$ cat src/rtl/hdd_pkg.sv
// Shared definitions for the ProDOS HDD card and its host-side block server.
package hdd_pkg;

  localparam int unsigned HDD_BLOCK_BYTES = 512;
  localparam int unsigned HDD_CNT_W       = $clog2(HDD_BLOCK_BYTES);
  localparam logic [HDD_CNT_W-1:0] HDD_LAST_BYTE = HDD_CNT_W'(HDD_BLOCK_BYTES - 1);

  // ProDOS block-device command codes and status returns, as seen by the card
  localparam logic [7:0] PRODOS_CMD_STATUS  = 8'h00;
  localparam logic [7:0] PRODOS_CMD_READ    = 8'h01;
  localparam logic [7:0] PRODOS_CMD_WRITE   = 8'h02;
  localparam logic [7:0] PRODOS_CMD_FORMAT  = 8'h03;

  localparam logic [7:0] PRODOS_STAT_OK        = 8'h00;
  localparam logic [7:0] PRODOS_STAT_IO_ERROR  = 8'h27;
  localparam logic [7:0] PRODOS_STAT_NO_DEVICE = 8'h28;
  localparam logic [7:0] PRODOS_STAT_WRITE_PROT = 8'h2B;

  typedef enum logic [3:0] {
    ST_IDLE,
    ST_RD_REQ,
    ST_RD_DATA,
    ST_WR_REQ,
    ST_WR_ADDR,
    ST_WR_WAIT,
    ST_WR_LOAD,
    ST_WR_DATA,
    ST_FINISH
  } hdd_state_e;

endpackage

$ cat src/rtl/hdd_watchdog.sv
// No-progress watchdog: counts enabled cycles since the last clear and
// flags the (2^TIMEOUT_W-1)th such cycle.
module hdd_watchdog #(
  parameter int unsigned TIMEOUT_W = 24
) (
  input  logic CLK_14M,
  input  logic RESET,
  input  logic clear,
  input  logic enable,
  output logic expired
);

  localparam logic [TIMEOUT_W-1:0] TERM = {{(TIMEOUT_W-1){1'b1}}, 1'b0};

  logic [TIMEOUT_W-1:0] cnt_q, cnt_d;

  // Terminal value is one short of all-ones so the flag rises during the
  // last counted cycle rather than one cycle later.
  assign expired = enable && (cnt_q == TERM);

  always_comb begin
    cnt_d = cnt_q;
    if (clear) begin
      cnt_d = '0;
    end else if (enable && !expired) begin
      cnt_d = cnt_q + 1'b1;
    end
  end

  always_ff @(posedge CLK_14M) begin
    if (RESET) begin
      cnt_q <= '0;
    end else begin
      cnt_q <= cnt_d;
    end
  end

endmodule

$ cat src/rtl/hdd_block_server.sv
// Host-side responder for the ProDOS HDD card: moves one 512-byte block
// between the host byte stream and the card's sector buffer.
module hdd_block_server
  import hdd_pkg::*;
#(
  parameter int unsigned TIMEOUT_W = 24,
  parameter logic [31:0] LBA_BASE  = 32'h0
) (
  input  logic        CLK_14M,
  input  logic        RESET,
  input  logic        hdd_read,
  input  logic        hdd_write,
  input  logic [15:0] sector,
  input  logic        hdd_mounted,
  output logic [8:0]  ram_addr,
  output logic [7:0]  ram_di,
  output logic        ram_we,
  input  logic [7:0]  ram_do,
  output logic        busy,
  output logic        error,
  output logic [31:0] host_lba,
  output logic        host_rd_req,
  output logic        host_wr_req,
  input  logic        host_ack,
  input  logic [7:0]  host_rx_data,
  input  logic        host_rx_valid,
  output logic [7:0]  host_tx_data,
  output logic        host_tx_valid,
  input  logic        host_tx_ready
);

  hdd_state_e state_q, state_d;

  logic                 rd_q, wr_q;
  logic [HDD_CNT_W-1:0] cnt_q, cnt_d;
  logic [31:0]          lba_q, lba_d;
  logic                 rd_req_q, rd_req_d;
  logic                 wr_req_q, wr_req_d;
  logic [8:0]           ram_addr_q, ram_addr_d;
  logic [7:0]           ram_di_q, ram_di_d;
  logic                 ram_we_q, ram_we_d;
  logic [7:0]           tx_data_q, tx_data_d;
  logic                 tx_valid_q, tx_valid_d;
  logic                 busy_q, busy_d;
  logic                 error_q, error_d;

  logic rd_edge, wr_edge;
  logic progress;
  logic wd_clear, wd_enable, wd_expired;

  assign rd_edge   = hdd_read  && !rd_q;
  assign wr_edge   = hdd_write && !wr_q;
  assign wd_enable = (state_q != ST_IDLE) && (state_q != ST_FINISH);

  hdd_watchdog #(
    .TIMEOUT_W (TIMEOUT_W)
  ) u_watchdog (
    .CLK_14M (CLK_14M),
    .RESET   (RESET),
    .clear   (wd_clear),
    .enable  (wd_enable),
    .expired (wd_expired)
  );

  always_comb begin
    state_d    = state_q;
    cnt_d      = cnt_q;
    lba_d      = lba_q;
    rd_req_d   = rd_req_q;
    wr_req_d   = wr_req_q;
    ram_addr_d = ram_addr_q;
    ram_di_d   = ram_di_q;
    ram_we_d   = 1'b0;
    tx_data_d  = tx_data_q;
    tx_valid_d = tx_valid_q;
    busy_d     = busy_q;
    error_d    = 1'b0;
    progress   = 1'b0;

    case (state_q)
      ST_IDLE: begin
        if (hdd_mounted && (rd_edge || wr_edge)) begin
          lba_d  = LBA_BASE + {16'h0000, sector};
          cnt_d  = '0;
          busy_d = 1'b1;
          if (rd_edge) begin
            rd_req_d = 1'b1;
            state_d  = ST_RD_REQ;
          end else begin
            wr_req_d = 1'b1;
            state_d  = ST_WR_REQ;
          end
        end
      end
      ST_RD_REQ: begin
        if (host_ack) begin
          progress = 1'b1;
          rd_req_d = 1'b0;
          state_d  = ST_RD_DATA;
        end
      end
      ST_RD_DATA: begin
        if (host_rx_valid) begin
          progress   = 1'b1;
          ram_addr_d = cnt_q;
          ram_di_d   = host_rx_data;
          ram_we_d   = 1'b1;
          if (cnt_q == HDD_LAST_BYTE) begin
            state_d = ST_FINISH;
          end else begin
            cnt_d = cnt_q + 1'b1;
          end
        end
      end
      ST_WR_REQ: begin
        if (host_ack) begin
          progress = 1'b1;
          wr_req_d = 1'b0;
          state_d  = ST_WR_ADDR;
        end
      end
      ST_WR_ADDR: begin
        ram_addr_d = cnt_q;
        state_d    = ST_WR_WAIT;
      end
      ST_WR_WAIT: begin
        state_d = ST_WR_LOAD;
      end
      ST_WR_LOAD: begin
        tx_data_d  = ram_do;
        tx_valid_d = 1'b1;
        state_d    = ST_WR_DATA;
      end
      ST_WR_DATA: begin
        if (tx_valid_q && host_tx_ready) begin
          progress   = 1'b1;
          tx_valid_d = 1'b0;
          if (cnt_q == HDD_LAST_BYTE) begin
            state_d = ST_FINISH;
          end else begin
            cnt_d   = cnt_q + 1'b1;
            state_d = ST_WR_ADDR;
          end
        end
      end
      ST_FINISH: begin
        busy_d  = 1'b0;
        state_d = ST_IDLE;
      end
      default: begin
        state_d = ST_IDLE;
      end
    endcase

    // Abort only while stalled; a same-cycle handshake or scheduled state
    // advance takes priority over the timeout.
    if (wd_expired && !progress && (state_d == state_q)) begin
      state_d    = ST_IDLE;
      rd_req_d   = 1'b0;
      wr_req_d   = 1'b0;
      tx_valid_d = 1'b0;
      busy_d     = 1'b0;
      error_d    = 1'b1;
    end

    wd_clear = (state_d != state_q) || progress;
  end

  always_ff @(posedge CLK_14M) begin
    if (RESET) begin
      state_q    <= ST_IDLE;
      rd_q       <= 1'b0;
      wr_q       <= 1'b0;
      cnt_q      <= '0;
      lba_q      <= '0;
      rd_req_q   <= 1'b0;
      wr_req_q   <= 1'b0;
      ram_addr_q <= '0;
      ram_di_q   <= '0;
      ram_we_q   <= 1'b0;
      tx_data_q  <= '0;
      tx_valid_q <= 1'b0;
      busy_q     <= 1'b0;
      error_q    <= 1'b0;
    end else begin
      state_q    <= state_d;
      rd_q       <= hdd_read;
      wr_q       <= hdd_write;
      cnt_q      <= cnt_d;
      lba_q      <= lba_d;
      rd_req_q   <= rd_req_d;
      wr_req_q   <= wr_req_d;
      ram_addr_q <= ram_addr_d;
      ram_di_q   <= ram_di_d;
      ram_we_q   <= ram_we_d;
      tx_data_q  <= tx_data_d;
      tx_valid_q <= tx_valid_d;
      busy_q     <= busy_d;
      error_q    <= error_d;
    end
  end

  assign ram_addr      = ram_addr_q;
  assign ram_di        = ram_di_q;
  assign ram_we        = ram_we_q;
  assign busy          = busy_q;
  assign error         = error_q;
  assign host_lba      = lba_q;
  assign host_rd_req   = rd_req_q;
  assign host_wr_req   = wr_req_q;
  assign host_tx_data  = tx_data_q;
  assign host_tx_valid = tx_valid_q;

endmodule
$ cat config.mk
export PLATFORM = sky130hd
export DESIGN_NAME = hdd_block_server
export DESIGN_NICKNAME = d
export VERILOG_FILES = /design/src/rtl/hdd_pkg.sv /design/src/rtl/hdd_watchdog.sv /design/src/rtl/hdd_block_server.sv
export SDC_FILE = /design/constraint.sdc
export NUM_CORES = 1
export LEC_CHECK = 0
export ABC_CLOCK_PERIOD_IN_PS = 4100
export BUFFER_PORTS_ARGS = -buffer_cell sky130_fd_sc_hd__buf_4
export CAP_MARGIN = 20
export CORE_ASPECT_RATIO = 1.1
export CORE_MARGIN = 5
export CORE_UTILIZATION = 50
export CTS_CLUSTER_DIAMETER = 50
export CTS_CLUSTER_SIZE = 24
export DETAILED_ROUTE_END_ITERATION = 16
export PLACE_DENSITY_LB_ADDON = 0.2
export SLEW_MARGIN = 15
export SYNTH_ARGS = -nofsm -noshare
export SYNTH_HDL_FRONTEND = slang
export SYNTH_SLANG_ARGS = --single-unit
$ cat constraint.sdc
create_clock -name CLK_14M -period 4.1 [get_ports CLK_14M]
set_input_delay 0.205 -clock CLK_14M [delete_from_list [all_inputs] [get_ports CLK_14M]]
set_output_delay 0.205 -clock CLK_14M [all_outputs]
set_load 0.03 [all_outputs]
==> metrics.md, run 1 <==
| Metric | Value |
|---|---|
| Outcome | `complete, no violations` |
| Clock Path Buffers | `2` |
| Avg WL per Cell | `14.5 um` |
| Diodes inserted | `0` |
| Die width | `96.2 um` |
| Crit path max fanout | `19` |
| Internal | `1.26 mW` |
| Crit Path Category | `flop to flop` |
| Number of synthesized flops with an enable pin | `0` |
| GRT overflow | `0` |
| Top cell by count, worst path | `nor2_1` |
| Rows | `34` |
| Most common cell after layout, fill and taps aside | `buf_4` |
| Period utilization | `73.6%` |
| Root buffer cell | `clkbuf_8` |
| Total CTS buffers | `9` |
| Slowest CP cell | `o2111a_1` |
| GP Congestion | `0.846` |
| Routed Antenna Nets | `0` |
| Top_reg_cell synth | `dfxtp_1` |
| Peak VDD IR | `202 uV` |
| Chip height | `105 um` |
| Worst clock skew | `0.0119 ns` |
| WL final | `9310 um` |
| Unrepaired setup endpoints after global routing | `no` |
| Slew at the pin with the worst max-slew slack | `0.971 ns` |
| Initial DRT Pass Iterations | `4` |
| Final hold viol count | `0` |
| Critical Path Sink Type | `flop` |
| Slew Limit Fails | `0` |
| DR vias | `3489` |
| CTS Hold Bufs | `0` |
| Placed insts | `627` |
| Post-CTS Setup Bufs | `0` |
| H-tree Lvls | `3` |
| Critical Path RT | `4.35 ns` |
| Area post-placement | `4710 um2` |
| # resized after CTS | `0` |
| DR iter-0 viols | `229` |
| Area grow syn2layout | `20.1%` |
| Syn Inst Count | `454` |
| Tot Pwr | `1.76 mW` |
| CTS Sinks | `86` |
| LEAKAGE | `1.81 nW` |
| Combinational Power Share | `16.0%` |
| HP Class | `input port to flop` |
| IO Count | `103` |
| Total GRT Usage | `19.5%` |
| Mean Syn Cell Area | `9.00 um2` |
| Sw power | `0.506 mW` |
| Wire length of the first global-routing pass | `15700 um` |
| Switch share | `28.7%` |
| Period minus WS final | `3.02 ns` |
| Vias per cell | `5.43` |
| Fillcell total | `714` |
| Initial core utilization | `51.4%` |
| Worst setup margin | `1.08 ns` |
| P per Cell Area | `360 nW/um2` |
| DP HPWL | `6630 um` |
| Seq cells post-synth | `86` |
| Cell area after layout | `4900 um2` |
| Pre-CTS WS | `1.07 ns` |
| Largest net degree at the start of global routing | `57` |
| Vias in the first global route | `3340` |
| Max-Cap Viols | `0` |
| Max Fclk | `331 MHz` |
| Netlist cell types | `58` |
| Most frequent cells in the layout | `90 x buf_4, 86 x dfxtp_1, 46 x nor2_1` |
| Rel. slew slack | `35.3%` |
| Post-route insts no fill | `643` |
| Critical path cell sequence | `nor2_1 > o2111a_1 > nor2_1 > mux2i_2 > buf_4 > nor3_1` |
| Core footprint | `7960 um2` |
| Die area | `10100 um2` |
| Ys Warns | `0` |
| Initial antenna violation count | `0` |
| Seq pwr share | `50.6%` |
| Mapped Area | `4090 um2` |
| Final setup fails | `0` |
| I/O Buffers | `86` |
| Clk_lat worst skew | `0.36 ns` |
| CTS clock-pin slew for the worst setup and hold paths | `0.08 ns` |
| CP arrival | `3.26 ns` |
| Share of layout cells above drive strength 1 | `22.6%` |
| Ys async rst share | `0%` |
| Sequential share of the synthesized area | `42.1%` |
| CTS tree | `yes` |
| Crit-path max cell delay | `0.90 ns` |
| Fraction of power consumed by the clock network | `33.5%` |
| Type of origin of the critical path | `flop` |
| Fin nets | `574` |
| Setup TNS | `0 ns` |
| Drc violations | `0` |
## logic make-up (layout without fill, tap and decap cells)
family	after synthesis	in the layout	share of synthesized area (%)
fa+ha+maj	4	4	1.23
compound gates	73	73	13.3
buf+inv	50	116	6.74
mux	27	27	6.71
other cells	1	16	0.0918
xor+xnor	28	28	6.00
simple gates	185	185	23.8
flops	86	86	42.1
## area by class of cell
cell class | count | area (um2) | area share, %
sequential | 86 | 1720 | 35.1
clock inverter | 5 | 58.8 | 1.20
multi-input combinational | 333 | 2140 | 43.7
clock buffer | 11 | 131 | 2.68
inverter | 10 | 37.5 | 0.765
timing repair buffer | 90 | 676 | 13.8
tap | 108 | 135 | 2.76
## cell usage after synthesis (2+ instances only)
| master | count | area, um2 |
|---|---|---|
| a2111oi_0 | 10 | 87.6 |
| a211oi_1 | 13 | 97.6 |
| a21oi_1 | 20 | 100 |
| a31oi_1 | 2 | 12.5 |
| and2_1 | 4 | 25.0 |
| and3_1 | 2 | 12.5 |
| and4_1 | 3 | 26.3 |
| buf_2 | 10 | 50.1 |
| buf_4 | 18 | 135 |
| clkbuf_1 | 10 | 37.5 |
| dfxtp_1 | 86 | 1720 |
| ha_1 | 4 | 50.1 |
| inv_1 | 10 | 37.5 |
| mux2i_1 | 26 | 260 |
| nand2_1 | 42 | 158 |
| nand2b_1 | 5 | 31.3 |
| nand3_1 | 20 | 100 |
| nand3_2 | 2 | 20.0 |
| nand4_1 | 7 | 43.8 |
| nor2_1 | 46 | 173 |
| nor2b_1 | 8 | 50.1 |
| nor3_1 | 26 | 130 |
| nor3_2 | 2 | 20.0 |
| nor4_1 | 4 | 25.0 |
| nor4_4 | 3 | 63.8 |
| o2111ai_1 | 6 | 52.6 |
| o211ai_1 | 3 | 22.5 |
| o21ai_0 | 4 | 20.0 |
| o311a_1 | 2 | 20.0 |
| or4_4 | 2 | 22.5 |
| xnor2_1 | 21 | 184 |
| xor2_1 | 7 | 61.3 |
## layer usage
metal  wire [um]  share of wire [%]  track usage, %
met1        4100                 44            24.6
met2        4220                 45            29.8
met3         847                9.1            7.55
met4         141                1.5            7.11
met5           0                  0               0
## final timing paths
path,start,endpoint,slack [ns],cells past startpoint
min reg2reg,host_tx_data[7],host_tx_data[7],0.46,2
max reg2reg,state_q[2],u_watchdog.cnt_q[10],1.08,6
min,hdd_write,wr_q,0.07,2
max,state_q[2],u_watchdog.cnt_q[10],1.08,6
## metrics by stage
step	hold WS, ns	util, %
6_report	0.0666	61.7
5_1_grt	0.0515	61.7
4_1_cts	0.0545	61.7
3_5_place_dp	0.433	59.3
3_3_place_gp	0.426	59.3
2_1_floorplan	0.333	-
## power groups by stage
stage | logic (mW) | registers, mW | clock network (mW)
3_5_place_dp | 0.283 | 0.911 | 0
3_3_place_gp | 0.280 | 0.909 | 0
2_1_floorplan | 0.175 | 0.938 | 0
4_1_cts | 0.284 | 0.892 | 0.603
5_1_grt | 0.308 | 0.897 | 0.644
6_report | 0.282 | 0.892 | 0.590
## sequential cells by signal, summed over array words and instances (netlist names), 4 cells and up
name / flops
host_tx_data: 8
ram_di: 8
host_lba: 16
u_watchdog.cnt_q: 24
state_q: 4
ram_addr: 9
cnt_q: 9
## critical path: cells and delay by family (launching register included)
family / cells / cell delay (ns)
AOI/OAI and AO/OA: 1 / 0.90
buffers and inverters: 1 / 0.33
DFF: 1 / 0.49
muxes: 1 / 0.57
and+or+nand+nor: 3 / 0.61
No activity file was read; power rests on OpenSTA's default activity.
==> run 2, diff against run 1 <==
--- a/config.mk
+++ b/config.mk
@@ -5,12 +5,13 @@
 export SDC_FILE = /design/constraint.sdc
 export NUM_CORES = 1
 export LEC_CHECK = 0
-export ABC_CLOCK_PERIOD_IN_PS = 4100
+export ABC_AREA = 1
+export ABC_CLOCK_PERIOD_IN_PS = 2500
 export BUFFER_PORTS_ARGS = -buffer_cell sky130_fd_sc_hd__buf_4
 export CAP_MARGIN = 20
 export CORE_ASPECT_RATIO = 1.1
 export CORE_MARGIN = 5
-export CORE_UTILIZATION = 50
+export CORE_UTILIZATION = 49
 export CTS_CLUSTER_DIAMETER = 50
 export CTS_CLUSTER_SIZE = 24
 export DETAILED_ROUTE_END_ITERATION = 16
==> constraint.sdc (replaced) <==
create_clock -name CLK_14M -period 2.5 [get_ports CLK_14M]
set_input_delay 0.125 -clock CLK_14M [delete_from_list [all_inputs] [get_ports CLK_14M]]
set_output_delay 0.125 -clock CLK_14M [all_outputs]
set_load 0.03 [all_outputs]
==> run 2 against run 1 <==
Clock skew is 0.0043 ns higher. Wire length is 14% higher. Critical path depth is 10 higher. Total power is 78% higher. Largest power group unchanged. Synthesized cell count is 43% higher. Critical path type unchanged.
==> metrics.md, run 2 <==
| Metric | Value |
|---|---|
| Ys Warns | `0 (unchanged)` |
| Post-synth top area share | `39.7% (-2.5 points)` |
| Crit Path Category | `flop to flop` |
| Max-Cap Viols | `0 (unchanged)` |
| Rows | `36 (+5.9%)` |
| Fin nets | `781 (+36%)` |
| Most common cell in the netlist | `nor2_1` |
| LEAKAGE | `2.23 nW (+23%)` |
| Biggest register | `u_watchdog.cnt_q` |
| Wire length of the first global-routing pass | `17600 um (+12%)` |
| Worst setup path start | `cnt_q[1]` |
| I/O Buffers | `86 (unchanged)` |
| Synth top area cells | `dfxtp_1 40%, nor2_1 13%, nand2_1 10%, inv_1 6.7%, o21ai_0 5.9%` |
| Max Fclk | `445 MHz (+34%)` |
| Outcome | `complete, no violations` |
| Root buffer cell | `clkbuf_8` |
| Period utilization | `89.9% (+16 points)` |
| Vias per cell | `4.86 (-11%)` |
| Unrepaired setup endpoints after global routing | `no` |
| FF-to-FF path depth | `16 (+10)` |
| Total GRT Usage | `19.7% (+0.24 points)` |
| WL final | `10600 um (+14%)` |
| Diodes inserted | `0 (unchanged)` |
| Area post-placement | `5030 um2 (+6.7%)` |
| GRT overflow | `0 (unchanged)` |
| Ys async rst share | `0% (unchanged)` |
| Post-CTS Setup Bufs | `0 (unchanged)` |
| Slew Limit Fails | `0 (unchanged)` |
| CTS clock-pin slew for the worst setup and hold paths | `0.10 ns (+0.02 ns)` |
| Seq cells post-synth | `86 (unchanged)` |
| Largest net degree at the start of global routing | `27 (-53%)` |
| Synth cell count leaders | `148 x nor2_1, 121 x nand2_1, 86 x dfxtp_1` |
| Chip height | `109 um (+3.7%)` |
| Critical Path Sink Type | `flop` |
| Die area | `10800 um2 (+7.6%)` |
| IO Count | `103 (unchanged)` |
| H-tree Lvls | `3 (unchanged)` |
| Setup TNS | `0 ns (unchanged)` |
| Critical R2R Launch | `cnt_q[1]` |
| Final setup fails | `0 (unchanged)` |
| Crit path max fanout | `24 (+5)` |
| Most frequent cells in the layout | `147 x nor2_1, 121 x nand2_1, 92 x buf_4` |
| Initial antenna violation count | `0 (unchanged)` |
| Avg WL per Cell | `12.4 um (-14%)` |
| Critical path cell sequence | `ha_2 > nand2_1 > nor2_2 > nand2_1 > nor2_1 > ha_2 > nand2_1 > nand3_1 > nand2_1 > nor2_1 > nand3_1 > and2_2 > nor2_1 > nand2_2 > buf_12 > nor2_1` |
| Worst setup path endpoint | `u_watchdog.cnt_q[2]` |
| DR iter-0 viols | `174 (-24%)` |
| GP Congestion | `0.911 (+7.7%)` |
| Top_reg_cell synth | `dfxtp_1` |
| Slowest CP cell | `dfxtp_2` |
| Sequential share of the synthesized area | `39.7% (-2.5 points)` |
| Worst clock skew | `0.0162 ns (+0.00430 ns)` |
| Synth area leader | `dfxtp_1` |
| Routed Antenna Nets | `0 (unchanged)` |
| Vias in the first global route | `4153 (+24%)` |
| Die width | `99.8 um (+3.7%)` |
| Initial DRT Pass Iterations | `5 (+1)` |
| Type of origin of the critical path | `flop` |
| Peak VDD IR | `396 uV (+96%)` |
| Final hold viol count | `0 (unchanged)` |
| Crit-path max cell delay | `0.37 ns (-0.53 ns)` |
| Number of synthesized flops with an enable pin | `0 (unchanged)` |
| Area grow syn2layout | `21.2%` |
| Cell area after layout | `5260 um2 (+7.2%)` |
| Flip-flop count of the largest register after layout | `24 (unchanged)` |
| Clock Path Buffers | `2 (unchanged)` |
| CTS tree | `yes` |
| Initial core utilization | `49.7% (-1.7 points)` |
| CP arrival | `2.53 ns (-0.73 ns)` |
| Core footprint | `8740 um2 (+9.8%)` |
| Fillcell total | `845 (+18%)` |
| CTS Sinks | `86 (unchanged)` |
| Multi-input logic area | `2160 um2 (+0.64%)` |
| Mean Syn Cell Area | `6.69 um2 (-26%)` |
| DP HPWL | `8160 um (+23%)` |
| Clk_lat worst skew | `0.35 ns (about the same)` |
| P per Cell Area | `596 nW/um2 (+66%)` |
| Drc violations | `0 (unchanged)` |
| RR Endpoint | `u_watchdog.cnt_q[2]` |
| Critical Path RT | `2.78 ns (-1.57 ns)` |
| Most common cell after layout, fill and taps aside | `nor2_1` |
| Total CTS buffers | `9 (unchanged)` |
| DR vias | `4157 (+19%)` |
| Netlist cell types | `31 (-47%)` |
| R2R Setup Slk | `0.25 ns (-0.83 ns)` |
| Share of layout cells above drive strength 1 | `17.9% (-4.7 points)` |
| HP Class | `input port to flop` |
| Register area | `1720 um2 (+0.15%)` |
| Period minus WS final | `2.25 ns (-0.769 ns)` |
| Syn Inst Count | `649 (+43%)` |
| Mapped Area | `4340 um2 (+6.3%)` |
[run 2: cell types whose count changed in the layout (fill, tap and decap cells not counted), sizes merged, moves of 13 or more]
cell    delta
o21ai     +49
nor2     +106
nor3      -19
mux2i     -27
inv       +68
a21oi     +13
nand3     +14
nand2     +85
xnor2     -14
a211oi    -14
[run 2: cell type report]
cell class                 instances  share of cell area (%)
clock inverter                     5                    1.12
timing repair buffer              95                    13.9
tap                              114                    2.71
inverter                          81                    5.78
multi-input combinational        464                    41.0
clock buffer                      11                    2.69
sequential                        86                    32.8
[run 2: worst min path at each step]
stage | startpoint | end | slack, ns | cells after the start
final | sector[2] | host_lba[2] | 0.02 | 3
after global routing | ram_do[2] | host_tx_data[2] | 0.02 | 3
after CTS | sector[2] | host_lba[2] | 0.01 | 3
after detailed placement | hdd_read | rd_q | 0.35 | 3
after global placement | hdd_write | wr_q | 0.34 | 3
after floorplan | RESET | state_q[3] | 0.19 | 1
[run 2: worst max-delay path, delay by kind of cell, from the launching register on]
family	cells	cell delay, ns
simple gates	13	1.27
flops	1	0.37
fa+ha+maj	2	0.39
buf+inv	1	0.16
[run 2: cell families (layout without fill, tap and decap cells)]
logic type,count (synthesis),count (layout),synth area share [%]
simple gates,333,333,31.9
other cells,1,16,0.0864
flops,86,86,39.7
xor+xnor,22,22,4.44
fa+ha+maj,4,4,1.15
compound gates,89,89,10.6
buf+inv,114,192,12.1
[run 2: layer usage]
| layer | track usage, % | part of all wire [%] | vias to the layer above |
|---|---|---|---|
| met5 | 0 | 0 | - |
| met4 | 7.61 | 1.8 | 0 |
| met3 | 4.22 | 4.1 | 14 |
| met2 | 36.6 | 53 | 73 |
| met1 | 21.8 | 41 | 1919 |
| li1 | - | - | 2151 |
[run 2: power by group]
part           switching (mW)  internal (mW)
sequential             0.0419           1.44
combinational           0.437          0.227
clock                   0.504          0.490
total                   0.983           2.15
[run 2: timing repair]
action,4_1_cts,5_1_grt
setup endpoints to repair,0,24
gates resized for setup,0,5
hold buffers,2,0
endpoints found under the hold margin,2,0
[run 2: through the flow]
step                      hold WS, ns  util (%)  instances  setup WS [ns]  total power [mW]
after CTS                      0.0106      60.1        856          0.167              3.17
after detailed placement        0.348      57.6        838          0.189              2.17
after global placement          0.337      57.6        838          0.275              2.16
after floorplan                 0.194         -        664          0.420              1.97
final                          0.0208      60.2        856          0.253              3.14
after global routing           0.0247      60.2        856        0.00297              3.29
==> run 3, diff against run 2 <==
--- a/config.mk
+++ b/config.mk
@@ -11,7 +11,8 @@
 export CAP_MARGIN = 20
 export CORE_ASPECT_RATIO = 1.1
 export CORE_MARGIN = 5
-export CORE_UTILIZATION = 49
+export CORE_UTILIZATION = 50
+export CTS_BUF_LIST = sky130_fd_sc_hd__clkbuf_8
 export CTS_CLUSTER_DIAMETER = 50
 export CTS_CLUSTER_SIZE = 24
 export DETAILED_ROUTE_END_ITERATION = 16
@@ -19,4 +20,5 @@
 export SLEW_MARGIN = 15
 export SYNTH_ARGS = -nofsm -noshare
 export SYNTH_HDL_FRONTEND = slang
+export SYNTH_HIERARCHICAL = 1
 export SYNTH_SLANG_ARGS = --single-unit
==> run 3 against run 2 <==
Worst setup slack got worse by 0.044 ns. Critical path depth is 1 lower. Cell count decreased by 3.4%. Clock skew shrank 0.0044 ns. Largest cell class unchanged. Critical path type unchanged. Area after synthesis down 3.0%. Wire length shrank 0.23%. Sequential cell count unchanged. Total power increased by 6.9%. First-iteration DRC count increased by 9.8%. Clock-buffer cell count down 2. Combinational power rose by 7.2%. Critical endpoint is now u_watchdog/cnt_q[4]. Cell area rose by 2.9%.
==> metrics.md, run 3 <==
| Metric | Value |
|---|---|
| Worst clock skew | `0.0118 ns (-0.00438 ns)` |
| Final setup fails | `0 (unchanged)` |
| DR iter-0 viols | `191 (+9.8%)` |
| Mapped Area | `4210 um2 (-3.0%)` |
| Total GRT Usage | `20.5% (+0.84 points)` |
| Biggest register | `u_watchdog/cnt_q` |
| HP Class | `input port to flop` |
| Cell family with most CP delay | `simple AND/OR/NAND/NOR gates` |
| Period minus WS final | `2.29 ns (+0.0437 ns)` |
| Drc violations | `0 (unchanged)` |
| Root buffer cell | `clkbuf_8` |
| Slew Limit Fails | `0 (unchanged)` |
| Crit-path max cell delay | `0.38 ns (about the same)` |
| Fillcell total | `758 (-10%)` |
| I/O Buffers | `86 (unchanged)` |
| Top_reg_cell synth | `dfxtp_1` |
| Hold Slack | `0.0199 ns (-0.000955 ns)` |
| Chip height | `106 um (-2.3%)` |
| Setup TNS | `0 ns (unchanged)` |
| Initial DRT Pass Iterations | `5 (unchanged)` |
| P per Cell Area | `619 nW/um2 (+3.9%)` |
| CTS clock-pin slew for the worst setup and hold paths | `0.09 ns (about the same)` |
| Outcome | `complete, no violations` |
| Routed Antenna Nets | `0 (unchanged)` |
| Most common cell after layout, fill and taps aside | `nand2_1` |
| Share of layout cells above drive strength 1 | `22.6% (+4.7 points)` |
| DP HPWL | `7610 um (-6.7%)` |
| Peak VDD IR | `418 uV (+5.8%)` |
| Rows | `35 (-2.8%)` |
| Rel. slew slack | `62.3%` |
| Post-synth top area share | `40.9% (+1.2 points)` |
| Crit path max fanout | `8 (-67%)` |
| CP arrival | `2.57 ns (+0.04 ns)` |
| Core footprint | `8320 um2 (-4.8%)` |
| Mean Syn Cell Area | `7.00 um2 (+4.6%)` |
| Fin nets | `755 (-3.3%)` |
| Synth top area cells | `dfxtp_1 41%, nand2_1 11%, nor2_1 10%, nand3_1 5.2%, a21oi_1 4.9%` |
| Slowest CP cell | `dfxtp_4` |
| Clk_lat worst skew | `0.36 ns (about the same)` |
| CTS Sinks | `86 (unchanged)` |
| Critical Path RT | `2.78 ns (about the same)` |
| GRT overflow | `0 (unchanged)` |
| Synth cell count leaders | `119 x nand2_1, 117 x nor2_1, 86 x dfxtp_1` |
| Ys Warns | `6 (+6)` |
| Vias in the first global route | `4026 (-3.1%)` |
| Sequential share of the synthesized area | `40.9% (+1.2 points)` |
| Most frequent cells in the layout | `118 x nand2_1, 116 x nor2_1, 94 x buf_4` |
| Type of origin of the critical path | `flop` |
| Number of synthesized flops with an enable pin | `0 (unchanged)` |
| Die width | `97.5 um (-2.2%)` |
| Initial core utilization | `50.6% (+0.95 points)` |
| H-tree Lvls | `3 (unchanged)` |
| Initial antenna violation count | `0 (unchanged)` |
| Avg WL per Cell | `12.8 um (+3.3%)` |
| Slew at the pin with the worst max-slew slack | `0.565 ns` |
| Die area | `10400 um2 (-4.4%)` |
| Final Util | `65.0% (+4.8 points)` |
| Seq cells post-synth | `86 (unchanged)` |
| Crit Path Category | `flop to flop` |
| LEAKAGE | `2.37 nW (+6.2%)` |
| Total CTS buffers | `9 (unchanged)` |
| WL final | `10600 um (-0.23%)` |
| Wire length of the first global-routing pass | `17900 um (+1.8%)` |
| Final hold viol count | `0 (unchanged)` |
| Max-Cap Viols | `0 (unchanged)` |
| Flip-flop count of the largest register after layout | `24 (unchanged)` |
| Max Fclk | `437 MHz (-1.9%)` |
| Most common cell in the netlist | `nand2_1` |
| Critical Path Sink Type | `flop` |
| Vias per cell | `4.99 (+2.8%)` |
| Placed insts | `792 (-5.5%)` |
| Syn Inst Count | `602 (-7.2%)` |
| Synth area leader | `dfxtp_1` |
| Post-route insts no fill | `827 (-3.4%)` |
| IO Count | `103 (unchanged)` |
| Largest net degree at the start of global routing | `30 (+11%)` |
| Ys async rst share | `0% (unchanged)` |
| Buf+Inv Stages, Crit Path | `3 (+2)` |
| GP Congestion | `0.909 (-0.30%)` |
| Area grow syn2layout | `28.5%` |
| Critical path cell sequence | `ha_4 > nand3_4 > nor4_4 > ha_2 > inv_1 > o31ai_2 > nand3_1 > nand3_2 > nor2_1 > nand2_1 > nand2_2 > nor2_4 > inv_2 > buf_6 > a21oi_1` |
| Period utilization | `91.6% (+1.7 points)` |
| CTS tree | `yes` |
| Netlist cell types | `35 (+13%)` |
| DR vias | `4129 (-0.67%)` |
| Clock Path Buffers | `2 (unchanged)` |
| Tot Pwr | `3.35 mW (+6.9%)` |
| Diodes inserted | `0 (unchanged)` |
run 3: layout make-up:
cell class              instances  area [um2]  share of cell area (%)
clock buffers                   9         124                    2.29
multi-input cells             447        2190                    40.5
clock inverters                 7         114                    2.10
repair buffers                115         920                    17.0
flip-flops and latches         86        1730                    31.9
well taps                     111         139                    2.57
inverters                      52         195                    3.61
run 3: cell families after synthesis:
| group | after synthesis | share of synthesized area [%] |
|---|---|---|
| buf+inv | 84 | 9.86 |
| fa+ha+maj | 4 | 1.19 |
| xor+xnor | 11 | 2.29 |
| simple gates | 325 | 33.9 |
| other cells | 1 | 0.0890 |
| flops | 86 | 40.9 |
| compound gates | 91 | 11.8 |
run 3: per-layer routing:
layer / GRT usage (%) / vias up / share of wire (%)
li1: - / 2111 / -
met1: 22.4 / 1894 / 41
met2: 37.2 / 97 / 51
met3: 6.56 / 27 / 5.6
met4: 7.42 / 0 / 2.4
met5: 0 / - / 0
run 3: timing repair:
action | 4_1_cts | 5_1_grt
resized for setup | 0 | 18
endpoints found under the setup margin | 0 | 24
setup buffers | 0 | 1
hold endpoints to repair | 18 | 0
hold buffers | 18 | 0
run 3: worst paths after layout:
path / start / cells past startpoint / slack [ns] / to
max: cnt_q[1] / 15 / 0.21 / u_watchdog/cnt_q[4]
min: ram_do[4] / 3 / 0.02 / host_tx_data[4]
max reg2reg: cnt_q[1] / 15 / 0.21 / u_watchdog/cnt_q[4]
min reg2reg: ram_di[2] / 2 / 0.47 / ram_di[2]
run 3: tightest hold or removal path, stage by stage:
cell	delay, ns
buf_4	0.07
o21ai_0	0.07
nor2_1	0.07
run 3: power by group:
part / switching (mW) / total, mW / internal [mW]
Clock: 0.500 / 1.16 / 0.661
Combinational: 0.455 / 0.713 / 0.258
Sequential: 0.0430 / 1.48 / 1.44
run 3: stage by stage:
| stage | area, um2 | worst slack, ns |
|---|---|---|
| detailed placement | 4920 | 0.0711 |
| finish | 5410 | 0.209 |
| floorplan | 4280 | 0.0675 |
| global placement | 4920 | 0.169 |
| CTS | 5330 | 0.0404 |
| global route | 5410 | -0.0317 |
